==> config.mk <==
export PLATFORM = sky130hd
export DESIGN_NAME = gcbp_match_sched
export DESIGN_NICKNAME = d
export VERILOG_FILES = /design/src/rtl/gcbp_pkg.sv /design/src/rtl/gcbp_mv_accum.sv /design/src/rtl/gcbp_match_sched.sv
export SDC_FILE = /design/constraint.sdc
export NUM_CORES = 1
export LEC_CHECK = 0
export BUFFER_PORTS_ARGS = -buffer_cell sky130_fd_sc_hd__buf_2
export CAP_MARGIN = 20
export CORE_MARGIN = 2
export CORE_UTILIZATION = 56
export DETAILED_ROUTE_END_ITERATION = 8
export GPL_TIMING_DRIVEN = 0
export PLACE_DENSITY = 0.85
export SLEW_MARGIN = 20
export SYNTH_ARGS = -nofsm -noshare
export SYNTH_HDL_FRONTEND = slang
export SYNTH_SLANG_ARGS = --single-unit
export TNS_END_PERCENT = 5
==> constraint.sdc <==
create_clock -name i_clk -period 5.8 [get_ports i_clk]
set_input_delay 0.87 -clock i_clk [delete_from_list [all_inputs] [get_ports i_clk]]
set_output_delay 0.87 -clock i_clk [all_outputs]
set_load 0.005 [all_outputs]
==> src/rtl/gcbp_pkg.sv <==
// Shared definitions for the GCBP motion-match scheduler: sizes, slot-location
// width, FSM state encoding and the ceiling-log2 helper used to size indices.
package gcbp_pkg;

  // Number of bits needed to index 'depth' distinct items (minimum 0).
  function automatic int CLogB2(input int depth);
    int bits;
    bits = 0;
    for (int v = depth - 1; v > 0; v = v >> 1) begin
      bits++;
    end
    return bits;
  endfunction

  localparam int C_NUM_SUBIMAGES = 16;                      // 4 rows x 4 columns
  localparam int C_IDX_BITS      = CLogB2(C_NUM_SUBIMAGES);
  localparam int C_MV_W          = 8;                       // signed dx / dy width
  localparam int C_SUM_W         = C_MV_W + C_IDX_BITS;     // 16 * 128 fits without overflow
  localparam int C_LOC_W         = 2;                       // BRAM slot location width
  localparam int C_TIMEOUT       = 4096;                    // cycles allowed per job result
  localparam int C_TMO_W         = CLogB2(C_TIMEOUT);

  typedef enum logic [2:0] {
    S_IDLE   = 3'd0,
    S_ROTATE = 3'd1,
    S_SETTLE = 3'd2,
    S_ISSUE  = 3'd3,
    S_WAIT   = 3'd4,
    S_REPORT = 3'd5
  } state_e;

endpackage

==> src/rtl/gcbp_mv_accum.sv <==
// Global-motion accumulator: signed dx/dy sums and accepted-result count.
// Cleared at the start of each matching frame, added to once per good result.
module gcbp_mv_accum
  import gcbp_pkg::*;
(
  input  logic               i_clk,
  input  logic               i_resetn,
  input  logic               i_clr,
  input  logic               i_add,
  input  logic [C_MV_W-1:0]  i_dx,
  input  logic [C_MV_W-1:0]  i_dy,
  output logic [C_SUM_W-1:0] o_dx_sum,
  output logic [C_SUM_W-1:0] o_dy_sum,
  output logic [C_IDX_BITS:0] o_cnt
);

  logic [C_SUM_W-1:0]  dx_sum_q;
  logic [C_SUM_W-1:0]  dy_sum_q;
  logic [C_IDX_BITS:0] cnt_q;
  logic [C_SUM_W-1:0]  dx_ext;
  logic [C_SUM_W-1:0]  dy_ext;

  // Motion components are two's complement, so widen by replicating the sign bit.
  assign dx_ext = {{(C_SUM_W - C_MV_W){i_dx[C_MV_W-1]}}, i_dx};
  assign dy_ext = {{(C_SUM_W - C_MV_W){i_dy[C_MV_W-1]}}, i_dy};

  // Sums and count: clear wins over add; values hold otherwise.
  // NOTE: state registers use non-blocking assignments so every register samples
  // pre-edge values and simulation matches the synthesized flops.
  always_ff @(posedge i_clk) begin
    if (!i_resetn) begin
      dx_sum_q <= '0;
      dy_sum_q <= '0;
      cnt_q    <= '0;
    end else if (i_clr) begin
      dx_sum_q <= '0;
      dy_sum_q <= '0;
      cnt_q    <= '0;
    end else if (i_add) begin
      dx_sum_q <= dx_sum_q + dx_ext;
      dy_sum_q <= dy_sum_q + dy_ext;
      cnt_q    <= cnt_q + {{C_IDX_BITS{1'b0}}, 1'b1};
    end
  end

  assign o_dx_sum = dx_sum_q;
  assign o_dy_sum = dy_sum_q;
  assign o_cnt    = cnt_q;

endmodule

==> src/rtl/gcbp_match_sched.sv <==
// Per-frame motion-match sequencer: rotates the BRAM slots on each committed
// frame, latches the curr/prev slots, issues the 16 sub-image jobs one at a
// time and reports the summed global motion vector.
module gcbp_match_sched
  import gcbp_pkg::*;
(
  input  logic                  i_clk,
  input  logic                  i_resetn,
  input  logic                  i_frame_written,
  input  logic [C_LOC_W-1:0]    i_curr_loc,
  input  logic [C_LOC_W-1:0]    i_prev_loc,
  output logic                  o_rotate,
  output logic                  o_job_valid,
  input  logic                  i_job_ready,
  output logic [C_IDX_BITS-1:0] o_job_idx,
  output logic [C_LOC_W-1:0]    o_job_curr_loc,
  output logic [C_LOC_W-1:0]    o_job_prev_loc,
  input  logic                  i_res_valid,
  input  logic [C_IDX_BITS-1:0] i_res_idx,
  input  logic                  i_res_err,
  input  logic [C_MV_W-1:0]     i_res_dx,
  input  logic [C_MV_W-1:0]     i_res_dy,
  output logic                  o_gmv_valid,
  output logic [C_SUM_W-1:0]    o_gmv_dx_sum,
  output logic [C_SUM_W-1:0]    o_gmv_dy_sum,
  output logic [C_IDX_BITS:0]   o_gmv_cnt,
  output logic                  o_busy,
  output logic                  o_overrun
);

  localparam logic [C_IDX_BITS-1:0] C_LAST_IDX = C_IDX_BITS'(C_NUM_SUBIMAGES - 1);
  localparam logic [C_TMO_W-1:0]    C_TMO_LAST = C_TMO_W'(C_TIMEOUT - 1);

  state_e                state_q;
  logic                  rotate_q;
  logic                  job_valid_q;
  logic [C_IDX_BITS-1:0] idx_q;
  logic [C_LOC_W-1:0]    curr_loc_q;
  logic [C_LOC_W-1:0]    prev_loc_q;
  logic                  gmv_valid_q;
  logic                  busy_q;
  logic                  overrun_q;
  logic [C_TMO_W-1:0]    tmo_q;
  logic [1:0]            frames_q;
  logic [1:0]            frames_d;

  logic accept;
  logic timeout;
  logic fw_dropped;

  // Only a result for the job in flight counts; stale indices are ignored.
  assign accept     = (state_q == S_WAIT) && i_res_valid && (i_res_idx == idx_q);
  assign timeout    = (tmo_q == C_TMO_LAST);
  assign fw_dropped = i_frame_written && (state_q != S_IDLE) && (state_q != S_REPORT);
  // Saturating frame count: matching needs two frames so prev holds real data.
  assign frames_d   = (frames_q == 2'b11) ? frames_q : frames_q + 2'd1;

  // Sequencing FSM with registered strobes, job handshake and timeout counter.
  always_ff @(posedge i_clk) begin
    if (!i_resetn) begin
      state_q     <= S_IDLE;
      rotate_q    <= 1'b0;
      job_valid_q <= 1'b0;
      idx_q       <= '0;
      curr_loc_q  <= '0;
      prev_loc_q  <= '0;
      gmv_valid_q <= 1'b0;
      busy_q      <= 1'b0;
      overrun_q   <= 1'b0;
      tmo_q       <= '0;
      frames_q    <= '0;
    end else begin
      rotate_q    <= 1'b0;
      gmv_valid_q <= 1'b0;
      overrun_q   <= fw_dropped;
      case (state_q)
        S_IDLE: begin
          if (i_frame_written) begin
            state_q  <= S_ROTATE;
            rotate_q <= 1'b1;
            busy_q   <= 1'b1;
            frames_q <= frames_d;
          end
        end
        S_ROTATE: begin
          state_q <= S_SETTLE;
        end
        S_SETTLE: begin
          // The decoder has rotated by now, so its slot outputs are stable.
          curr_loc_q <= i_curr_loc;
          prev_loc_q <= i_prev_loc;
          idx_q      <= '0;
          if (frames_q < 2'd2) begin
            state_q <= S_IDLE;
            busy_q  <= 1'b0;
          end else begin
            state_q     <= S_ISSUE;
            job_valid_q <= 1'b1;
          end
        end
        S_ISSUE: begin
          if (i_job_ready) begin
            state_q     <= S_WAIT;
            job_valid_q <= 1'b0;
            tmo_q       <= '0;
          end
        end
        S_WAIT: begin
          // A result arriving on the last allowed cycle is still accepted.
          if (accept || timeout) begin
            if (idx_q == C_LAST_IDX) begin
              state_q     <= S_REPORT;
              gmv_valid_q <= 1'b1;
            end else begin
              state_q     <= S_ISSUE;
              job_valid_q <= 1'b1;
              idx_q       <= idx_q + {{(C_IDX_BITS-1){1'b0}}, 1'b1};
            end
          end else begin
            tmo_q <= tmo_q + {{(C_TMO_W-1){1'b0}}, 1'b1};
          end
        end
        S_REPORT: begin
          if (i_frame_written) begin
            state_q  <= S_ROTATE;
            rotate_q <= 1'b1;
            frames_q <= frames_d;
          end else begin
            state_q <= S_IDLE;
            busy_q  <= 1'b0;
          end
        end
        default: begin
          state_q     <= S_IDLE;
          busy_q      <= 1'b0;
          job_valid_q <= 1'b0;
        end
      endcase
    end
  end

  gcbp_mv_accum u_accum (
    .i_clk    (i_clk),
    .i_resetn (i_resetn),
    .i_clr    (state_q == S_SETTLE),
    .i_add    (accept && !i_res_err),
    .i_dx     (i_res_dx),
    .i_dy     (i_res_dy),
    .o_dx_sum (o_gmv_dx_sum),
    .o_dy_sum (o_gmv_dy_sum),
    .o_cnt    (o_gmv_cnt)
  );

  assign o_rotate       = rotate_q;
  assign o_job_valid    = job_valid_q;
  assign o_job_idx      = idx_q;
  assign o_job_curr_loc = curr_loc_q;
  assign o_job_prev_loc = prev_loc_q;
  assign o_gmv_valid    = gmv_valid_q;
  assign o_busy         = busy_q;
  assign o_overrun      = overrun_q;

endmodule
==> key figures, run 1 <==
Placement
  • Placed cell area: roughly 4200 sq um
  • DP HPWL: around 7200 um
  • Post-Place Setup Slack: between 2 and 3 ns
  • Buffers added on ports: 70
  • Placer Congestion: 0.893

Timing
  • Setup WS post-layout: between 3 and 4 ns
  • RSZ-0062 raised after global routing: no
  • Max Fclk: between 0.4 and 0.5 GHz
  • Final setup viols: 0
  • Pins over their slew limit: 0
  • Clk_skew: 0.00946 ns
  • Worst Hold Slack: 0.452 ns
  • Shortest period the worst path allows: between 2 and 2.5 ns
  • Period utilisation layout: about 43%
  • Final hold viol count: 0
  • Setup tns final: 0 ns
  • Slew HR: 45.6%
  • Least-Margin Pin Slew: 0.813 ns

Floorplan
  • Initial Util: 58.4%
  • Rows: 29
  • Num ports: between 70 and 80
  • Die width: about 86 um
  • Die area: around 7400 sq um
  • Area of the core: 6420 sq um
  • Die Ht: roughly 86 um

Clock network
  • Clk_lat worst skew: 0.35 ns
  • CTS tree: built
  • Post_cts resized: 0
  • Sink Count: 59
  • Max Root-Sink Buffers: 2
  • H-tree lvl count: 3
  • Clk root buf: clkbuf_8
  • Clk pin slew, worst setup/hold paths: 0.07 ns
  • Cts hold-fix bufs: 0
  • TritonCTS Buffers: 9
  • Post-CTS Setup Repair Bufs: 0

Critical path
  • Worst EP required: around 6.1 ns
  • CP endpoint kind: flip-flop
  • Worst-path fanout max: 3
  • WS Path Type: input port to flip-flop
  • Startpoint types: input port
  • Worst Path Arrival: 2.77 ns

Power and ir drop
  • LEAKAGE: about 1.9 nW
  • Switch Pwr: 0.247 mW
  • Flop pwr share: between 40% and 50%
  • Pint: around 0.66 mW
  • VDD IR max: 0.0000987 V
  • Switch share: between 20% and 30%
  • Cell Pwr Density: between 200 and 250 nW/um^2
  • Clk pwr share: a little over two fifths
  • Comb pwr share: 12.2%

Finish
  • Area Overhead vs Synth: 17.1%
  • Most common cell after layout, fill and taps aside: buf_2
  • Design Area, Final: around 4400 sq um
  • Layout cell share with drive strength beyond 1: a little under a fifth
  • Fill cell count: 520
  • Final core utilization: roughly 68%
  • ANT cells: 0
  • Final nets: 605
  • Most frequent cells in the layout: 73 x buf_2, 59 x dfxtp_1, 57 x nand2_1

Global route
  • Pin count of the biggest net entering global routing: 11
  • Initial antenna violation count: 0
  • First-pass GRT wire length: between 15,000 and 20,000 um
  • Total GRT Usage: between 20% and 30%
  • Gr ovfl total: 0
  • Vias in the first global route: around 3,700

Route
  • Vias per cell: about 6.3
  • 1st-iter DRT viols: about 320
  • DRT antenna net count: 0
  • Final wirelength: between 9000 and 10,000 um
  • First drt pass iteration count: 8
  • DRC violations left: 5
  • Vias: around 3,900
  • Wire length per cell: ~16 um

Yosys
  • Compound-gate portion of the synthesized area: around a quarter
  • Proportion of synthesized area in mux cells: 0.834%
  • Ys async rst share: 0%
  • Synth Instances: about 470
  • Xor/xnor cell area share of the yosys netlist: 3.73%
  • Post-Synth Adder-Cell Area: under 10%
  • Yosys warning total: 0
  • Main combinational cell family by area after synthesis: simple AND/OR/NAND/NOR gates
  • Number of synthesized register bits: 59
  • Share of the yosys chip area belonging to registers: a little under a third
  • Post-synth top flop: dfxtp_1
  • Post-synth cell types: 56
  • Post-synthesis simple-gate area fraction: around a quarter
  • Syn nets: approximately 520
  • Mean Syn Cell Area: 8.05 sq um
  • EDFF count, synth: 0
  • Synth Cell Area: 3750 sq um

Job
  • Maxcap violations: 0

Outcome
  • Outcome: finished with violations
  • Failing checks: design-rule violations

Hold path
  • Hold Crit Class: flip-flop to flip-flop
logic make-up after synthesis:
| kind of cell | Yosys count |
|---|---|
| AOI/OAI and AO/OA | 135 |
| xor gates and xnor gates | 16 |
| adders and majority gates | 28 |
| buffers and inverters | 41 |
| DFF | 59 |
| muxes | 3 |
| and+or+nand+nor | 184 |
cell usage after synthesis (all sizes together), types with 7 or more instances:
cell type | instances | area, sq um
a21o | 12 | 90.1
a21oi | 33 | 169
a31oi | 24 | 150
buf | 7 | 45.0
clkbuf | 16 | 60.1
dfxtp | 59 | 1180
ha | 26 | 325
inv | 18 | 67.6
nand2 | 57 | 214
nand3 | 34 | 170
nand4 | 14 | 103
nor2 | 24 | 90.1
nor3 | 9 | 45.0
nor4 | 7 | 58.8
o211ai | 11 | 82.6
o21ai | 18 | 90.1
xnor2 | 11 | 96.3
metrics by stage:
step                power, mW  std cells
floorplan               0.502        466
global placement        0.534        613
detailed placement      0.538        613
CTS                     0.912        629
global route            0.946        629
finish                  0.911        629
sequential cells by signal (all words and copies together) (netlist names), 2 cells and up:
signal and flops:
state_q 3, o_job_prev_loc 2, o_job_curr_loc 2, tmo_q 12
u_accum.o_cnt 5, u_accum.o_dx_sum 12, o_job_idx 4, u_accum.o_dy_sum 12
frames_q 2
layer usage:
layer	global-route usage [%]	wire, um	up-vias
li1	-	-	1908
met1	35.8	4290	1835
met2	45.1	4720	185
met3	4.23	771	16
met4	10.7	150	0
met5	0	0	-
worst max-delay path: stages:
cell	delay, ns
buf_2	0.10
ha_1	0.24
fa_1	0.43
a21oi_1	0.22
o2111ai_1	0.24
a31o_2	0.32
a211o_1	0.28
nand3_1	0.06
power by group through the flow:
stage | sequential, mW | clock (mW) | combinational [mW]
6_report | 0.420 | 0.380 | 0.112
5_1_grt | 0.421 | 0.401 | 0.124
4_1_cts | 0.420 | 0.383 | 0.110
3_5_place_dp | 0.429 | 0 | 0.109
3_3_place_gp | 0.428 | 0 | 0.105
2_1_floorplan | 0.428 | 0 | 0.0733
layout make-up:
| class | count | area [sq um] | area share [%] |
|---|---|---|---|
| Clock inverter | 5 | 52.6 | 1.20 |
| Multi-Input combinational cell | 366 | 2400 | 54.6 |
| Timing Repair Buffer | 70 | 350 | 7.97 |
| Inverter | 18 | 67.6 | 1.54 |
| Tap cell | 77 | 96.3 | 2.19 |
| Clock buffer | 11 | 141 | 3.22 |
| Sequential cell | 59 | 1180 | 26.9 |
| Buffer | 23 | 105 | 2.39 |
worst paths after layout:
| kind | slack [ns] | cells past startpoint | endpoint | startpoint |
|---|---|---|---|---|
| worst min-delay path | 0.45 | 2 | o_job_curr_loc[0]$_SDFFE_PN0N_ | o_job_curr_loc[0]$_SDFFE_PN0N_ |
| worst max-delay path | 3.32 | 8 | u_accum.o_dx_sum[10]$_SDFFE_PP0P_ | i_res_dx[0] |
| worst min register to register | 0.45 | 2 | o_job_curr_loc[0]$_SDFFE_PN0N_ | o_job_curr_loc[0]$_SDFFE_PN0N_ |
| worst max register to register | 3.41 | 6 | tmo_q[6]$_SDFFE_PN0P_ | o_job_idx[2]$_SDFFE_PN0P_ |
Note: power is estimated with default switching activity, not from simulation.
==> inputs of run 2 (changes only) <==
- clock period: 5.8 -> 2.3 ns (I/O delays scaled with it)
==> run 2 against run 1 <==
Effect of this change:
- the flow still finishes with violations (design-rule violations)
- die area unchanged
- utilization increased by 0.95 points
- highest routed layer unchanged
- total power increased to 2.5 times the previous value
==> key figures, run 2 (synthesis gave the netlist of run 1 again) <==
Global route
  • Gr ovfl total: 0 (unchanged)
  • Pin count of the biggest net entering global routing: 11 (unchanged)
  • Total GRT Usage: 27.3% (unchanged)
  • Vias in the first global route: 3,652 (unchanged)
  • Initial antenna violation count: 0 (unchanged)
  • First-pass GRT wire length: 16,400 um (unchanged)

Timing
  • RSZ-0062 raised after global routing: no
  • Max Fclk: 0.458 GHz
  • Period utilisation layout: a little over nine tenths
  • Clk_skew: 0.00925 ns (-0.000217 ns)
  • Least-Margin Pin Slew: 0.802 ns (-0.0109 ns)
  • Shortest period the worst path allows: between 2 and 2.5 ns
  • Final setup viols: 0 (unchanged)
  • Slew HR: 46.3% (+0.73 points)
  • Pins over their slew limit: 0 (unchanged)
  • Final hold viol count: 0 (unchanged)

Clock network
  • TritonCTS Buffers: 9 (unchanged)
  • Sink Count: 59 (unchanged)
  • Clk pin slew, worst setup/hold paths: 0.07 ns (about the same)
  • Clk_lat worst skew: 0.35 ns (about the same)
  • Clk root buf: clkbuf_8
  • CTS tree: built
  • Max Root-Sink Buffers: 2 (unchanged)
  • H-tree lvl count: 3 (unchanged)

Finish
  • Most common cell after layout, fill and taps aside: buf_2
  • Area Overhead vs Synth: 18.7%
  • Final nets: 610 (+0.83%)
  • ANT cells: 0 (unchanged)
  • Layout cell share with drive strength beyond 1: 20.6% (+2.2 points)
  • Most frequent cells in the layout: 73 x buf_2, 59 x dfxtp_1, 57 x nand2_1
  • Design Area, Final: 4450 sq um (+1.4%)
  • Final core utilization: 69.4% (+0.95 points)

Hold path
  • Hold Path Depth: 3 (+1)
  • Hold Crit Class: input port to flip-flop
  • Min-delay src: i_prev_loc[0]
  • Worst hold path endpoint: o_job_prev_loc[0]$_SDFFE_PN0N_

Route
  • Wire length per cell: 15.9 um (+0.79%)
  • Vias per cell: 6.33 (+0.95%)
  • DRT antenna net count: 0 (unchanged)
  • Vias: 4,013 (+1.7%)
  • DRC violations left: 5 (unchanged)
  • Final wirelength: 10,100 um (+1.6%)
  • 1st-iter DRT viols: 357 (+13%)
  • First drt pass iteration count: 7 (-1)

Placement
  • Placed cell area: 4200 sq um (unchanged)
  • Placer Congestion: 0.893 (unchanged)
  • DP HPWL: 7240 um (unchanged)
  • Buffers added on ports: 70 (unchanged)

Outcome
  • Outcome: finished with violations
  • Failing checks: design-rule violations

Critical path
  • Worst R2R Path Depth: 6 (unchanged)
  • CP max stage delay: 0.52 ns (+0.09 ns)
  • Worst Path Arrival: 2.40 ns (-0.37 ns)
  • WS Path Type: flip-flop to flip-flop
  • Slowest stage cell on the critical path: or3b_2
  • Worst reg2reg setup slack: 0.12 ns (-3.29 ns)
  • Worst r2r src: state_q[2]$_SDFFE_PN0P_
  • CP endpoint kind: flip-flop
  • R2R Path End: u_accum.o_cnt[3]$_SDFFE_PP0P_
  • Worst-path fanout max: 10 (+7)
  • Startpoint types: flip-flop
  • Worst EP required: 2.52 ns (-3.57 ns)
  • Critical path, cell by cell: clkbuf_1 > or3b_2 > nand2_1 > buf_2 > buf_1 > nor2_1

Job
  • Maxcap violations: 0 (unchanged)

Power and ir drop
  • Cell Pwr Density: 517 nW/um^2 (+150%)
  • VDD IR max: 0.000255 V (+160%)
  • LEAKAGE: 1.95 nW (+2.5%)

Floorplan
  • Initial Util: 58.4% (unchanged)
  • Rows: 29 (unchanged)
  • Die width: 85.9 um (unchanged)
  • Num ports: 72 (unchanged)
  • Area of the core: 6420 sq um (unchanged)
  • Die area: 7370 sq um (unchanged)
  • Die Ht: 85.9 um (unchanged)
run 2: what timing repair did:
item / 4_1_cts / 5_1_grt
setup buffers: 0 / 6
setup endpoints to repair: 3 / 36
gates resized for setup: 1 / 9
pin swaps: 0 / 2
hold buffers: 0 / 0
run 2: routing by layer:
metal / GRT usage [%] / up-vias / share of wire [%]
li1: - / 1914 / -
met1: 35.8 / 1870 / 43
met2: 45.1 / 208 / 47
met3: 4.23 / 21 / 8.4
met4: 10.7 / 0 / 1.7
met5: 0 / - / 0
run 2: area by class of cell:
class / instances / area (sq um)
Multi-Input combinational cell: 366 / 2410
Fill cell: 516 / 1970
Sequential cell: 59 / 1180
Timing Repair Buffer: 76 / 395
Clock buffer: 11 / 141
Buffer: 22 / 106
Tap cell: 77 / 96.3
Inverter: 18 / 67.6
Clock inverter: 5 / 52.6
run 2: where the power goes:
group          switching, mW  total, mW  internal (mW)
registers             0.0155       1.06           1.04
clock network          0.437      0.961          0.524
logic                  0.175      0.283          0.108
total                  0.627       2.30           1.68
run 2: per-stage QoR:
stage          setup WS [ns]  std cells   TNS, ns  hold slack, ns  total power [mW]
2_1_floorplan          0.295        466         0           0.432              1.27
3_3_place_gp          0.0405        613         0           0.441              1.35
4_1_cts               0.0105        629         0           0.245              2.30
3_5_place_dp        -0.00346        613  -0.00346           0.446              1.36
6_report               0.116        634         0           0.243              2.30
5_1_grt              0.00367        634         0           0.244              2.39
run 2: worst max-delay path by stage:
stage | start | to
floorplan | i_res_dx[0] | u_accum.o_dx_sum[10]$_SDFFE_PP0P_
global placement | o_job_idx[2]$_SDFFE_PN0P_ | tmo_q[6]$_SDFFE_PN0P_
detailed placement | o_job_idx[2]$_SDFFE_PN0P_ | tmo_q[6]$_SDFFE_PN0P_
finish | state_q[2]$_SDFFE_PN0P_ | u_accum.o_cnt[3]$_SDFFE_PP0P_
global route | u_accum.o_dx_sum[0]$_SDFFE_PP0P_ | u_accum.o_dx_sum[10]$_SDFFE_PP0P_
CTS | tmo_q[0]$_SDFFE_PN0P_ | o_job_idx[3]$_SDFFE_PN0P_
run 2: worst max-delay path, delay by kind of cell, from the launching register on:
family                 cells  cell delay, ns
and+or+nand+nor            3            0.84
buffers and inverters      3            0.91
DFF                        1            0.31
==> inputs of run 3 (changes only) <==
- HOLD_SLACK_MARGIN: not set -> 0.15
- SYNTH_HIERARCHICAL: not set -> 1
==> run 3 against run 2 <==
Effect of this change:
- the run now ends clean
- total power grew 4.6%
- register-to-register slack worse by 0.03 ns
- clock-buffer cell count shrank 1
- utilization about the same
- synthesized area is 0.47% lower
- sequential share of layout area increased by 0.15 points
- sequential power hardly changed
- sequential cell count unchanged
- wire length shrank 8.5%
- die area shrank 0.44%
==> key figures, run 3 <==
Outcome
  • Outcome: complete, no violations

Yosys
  • Synth Cell Area: 3730 sq um (-0.47%)
  • Synth area leaders: dfxtp_1 32%, ha_1 8.7%, mux2i_1 5.1%
  • Share of the yosys chip area belonging to registers: 31.6% (+0.15 points)
  • Ys async rst share: 0% (unchanged)
  • Most instantiated cells after synthesis: 59 x dfxtp_1, 45 x nor2_1, 35 x nand2_1, 26 x ha_1, 22 x a21oi_1
  • Synth area leader: dfxtp_1
  • Number of synthesized register bits: 59 (unchanged)
  • Post-synth top flop: dfxtp_1
  • Yosys warning total: 6 (+6)
  • Mean Syn Cell Area: 8.49 sq um (+5.4%)
  • EDFF count, synth: 0 (unchanged)
  • Post-synth top area share: 31.6% (+0.15 points)
  • Count leader, synth: dfxtp_1
  • Synth Instances: 440 (-5.6%)
  • Post-synth cell types: 71 (+27%)
  • Syn nets: 498 (-5.0%)

Hold path
  • Worst hold path endpoint: o_job_prev_loc[0]$_SDFFE_PN0N_
  • Hold Path Depth: 3 (unchanged)
  • Min-delay src: i_prev_loc[0]
  • Hold Crit Class: input port to flip-flop

Route
  • DRT antenna net count: 0 (unchanged)
  • Wire length per cell: 15.3 um (-4.0%)
  • DRC violations left: 0 (-5)
  • Vias: 3,669 (-8.6%)
  • Final wirelength: 9230 um (-8.5%)
  • Vias per cell: 6.07 (-4.0%)
  • 1st-iter DRT viols: 144 (-60%)
  • First drt pass iteration count: 4 (-3)

Timing
  • RSZ-0062 raised after global routing: no
  • Least-Margin Pin Slew: 0.520 ns (-0.282 ns)
  • Final hold viol count: 0 (unchanged)
  • Final setup viols: 0 (unchanged)
  • Setup tns final: 0 ns (unchanged)
  • Clk_skew: 0.0121 ns (+0.00282 ns)
  • Shortest period the worst path allows: 2.22 ns (+0.0309 ns)
  • Max Fclk: 0.451 GHz (-1.4%)
  • Period utilisation layout: 96.3% (+1.3 points)
  • Setup WS post-layout: 0.0846 ns (-0.0309 ns)
  • Slew HR: 65.3% (+19 points)
  • Pins over their slew limit: 0 (unchanged)

Critical path
  • CP endpoint kind: flip-flop
  • Worst r2r src: state_q[1]$_SDFFE_PN0P_
  • Crit path from: state_q[1]$_SDFFE_PN0P_
  • WS Path Type: flip-flop to flip-flop
  • Worst-path fanout max: 10 (unchanged)
  • Worst R2R Path Depth: 8 (+2)
  • Startpoint types: flip-flop
  • Worst reg2reg setup slack: 0.08 ns (-0.03 ns)
  • Worst Path Arrival: 2.45 ns (+0.05 ns)
  • Worst EP required: 2.53 ns (about the same)
  • R2R Path End: u_accum/o_cnt[1]$_SDFFE_PP0P_

Placement
  • DP HPWL: 6440 um (-11%)
  • Inst Count DP: 588 (-4.1%)
  • Buffers added on ports: 71 (+1.4%)
  • Post-Place Setup Slack: -0.135 ns (-0.132 ns)
  • Placer Congestion: 0.860 (-3.7%)

Floorplan
  • Die width: 85.7 um (-0.22%)
  • Die Ht: 85.7 um (-0.22%)
  • Rows: 29 (unchanged)
  • Die area: 7340 sq um (-0.44%)
  • Area of the core: 6390 sq um (-0.57%)
  • Num ports: 72 (unchanged)
  • Initial Util: 58.5% (about the same)

Finish
  • Most frequent cells in the layout: 76 x buf_2, 59 x dfxtp_1, 44 x nor2_1
  • Layout cell share with drive strength beyond 1: 21.8% (+1.2 points)
  • Final nets: 580 (-4.9%)
  • ANT cells: 0 (unchanged)
  • Area occupied by multi-input gates: 2400 sq um (-0.52%)
  • Fill cell count: 510 (-1.2%)
  • Most common cell after layout, fill and taps aside: buf_2
  • Area Overhead vs Synth: 18.6% (about the same)
  • Sequential Area: 1180 sq um (unchanged)
  • Non-filler instance count after layout: 604 (-4.7%)

Clock network
  • Clk pin slew, worst setup/hold paths: 0.08 ns (about the same)
  • H-tree lvl count: 3 (unchanged)
  • Cts hold-fix bufs: 0 (unchanged)
  • Clk root buf: clkbuf_8
  • Post-CTS Setup Repair Bufs: 0 (unchanged)
  • Clk_lat worst skew: 0.35 ns (about the same)
  • Max Root-Sink Buffers: 2 (unchanged)
  • CTS tree: built
  • TritonCTS Buffers: 9 (unchanged)
  • Sink Count: 59 (unchanged)

Global route
  • First-pass GRT wire length: 15,300 um (-6.5%)
  • Initial antenna violation count: 0 (unchanged)
  • Gr ovfl total: 0 (unchanged)
  • Vias in the first global route: 3,481 (-4.7%)
  • Total GRT Usage: 25.7% (-1.5 points)
  • Pin count of the biggest net entering global routing: 12 (+1)

Job
  • Maxcap violations: 0 (unchanged)

Power and ir drop
  • Cell Pwr Density: 544 nW/um^2 (+5.2%)
  • LEAKAGE: 1.97 nW (+1.0%)
  • VDD IR max: 0.000417 V (+64%)
[run 3: worst max-delay path: stages, from the launching register on]
cell	delay (ns)
dfxtp_1	0.37
nor3b_4	0.33
nand2_2	0.13
or2_1	0.31
nor2_4	0.20
clkbuf_8	0.21
clkbuf_4	0.24
mux2i_1	0.23
nor2_1	0.06
[run 3: worst max path at each step]
stage,endpoint,slack [ns],depth (start not counted)
floorplan,u_accum/o_dx_sum[9]$_SDFFE_PP0P_,0.32,8
global placement,u_accum/o_dx_sum[4]$_SDFFE_PP0P_,-0.09,8
detailed placement,u_accum/o_cnt[1]$_SDFFE_PP0P_,-0.14,9
CTS,u_accum/o_dy_sum[9]$_SDFFE_PP0P_,0.01,6
global route,u_accum/o_dx_sum[9]$_SDFFE_PP0P_,0.01,8
finish,u_accum/o_cnt[1]$_SDFFE_PP0P_,0.08,8
[run 3: cells by family (layout without fill, tap and decap cells)]
logic type	after synthesis	in the layout	synth area share, %
and+or+nand+nor	163	163	22.7
AOI/OAI and AO/OA	112	112	20.5
DFF	59	59	31.6
buffers and inverters	34	121	4.39
adders and majority gates	28	28	9.78
xor gates and xnor gates	24	24	5.63
muxes	20	20	5.39
[run 3: where the power goes]
group	switching, mW	leakage (nW)	internal [mW]	total (mW)
Combinational	0.152	1.38	0.111	0.263
Clock	0.445	0.108	0.639	1.08
Sequential	0.0185	0.477	1.04	1.06
[run 3: area by class of cell]
type                       instances  area share [%]
multi-input combinational        347            54.2
sequential                        59            26.7
timing repair buffer              71            8.02
clock buffer                      10            3.11
buffer                            18            2.46
tap                               77            2.18
clock inverter                     6            2.01
inverter                          16            1.36
[run 3: through the flow]
stage / cell area [sq um] / hold WS (ns) / power (mW) / utilization (%)
detailed placement: 4190 / 0.478 / 1.34 / 65.6
CTS: 4420 / 0.234 / 2.41 / 69.2
global route: 4430 / 0.271 / 2.49 / 69.4
global placement: 4190 / 0.457 / 1.33 / 65.6
finish: 4430 / 0.232 / 2.41 / 69.4
floorplan: 3730 / 0.463 / 1.26 / -
[run 3: per-layer routing]
| metal | share of wire (%) | global-route usage [%] |
|---|---|---|
| met5 | 0 | 0 |
| met4 | 3.8 | 15.4 |
| met3 | 5.8 | 4.14 |
| met2 | 48 | 44.7 |
| met1 | 42 | 29.6 |
[run 3: timing repair]
item | in CTS | in global routing
setup endpoints to repair | 23 | 14
resized for setup | 3 | 4
hold endpoints to repair | 0 | 0
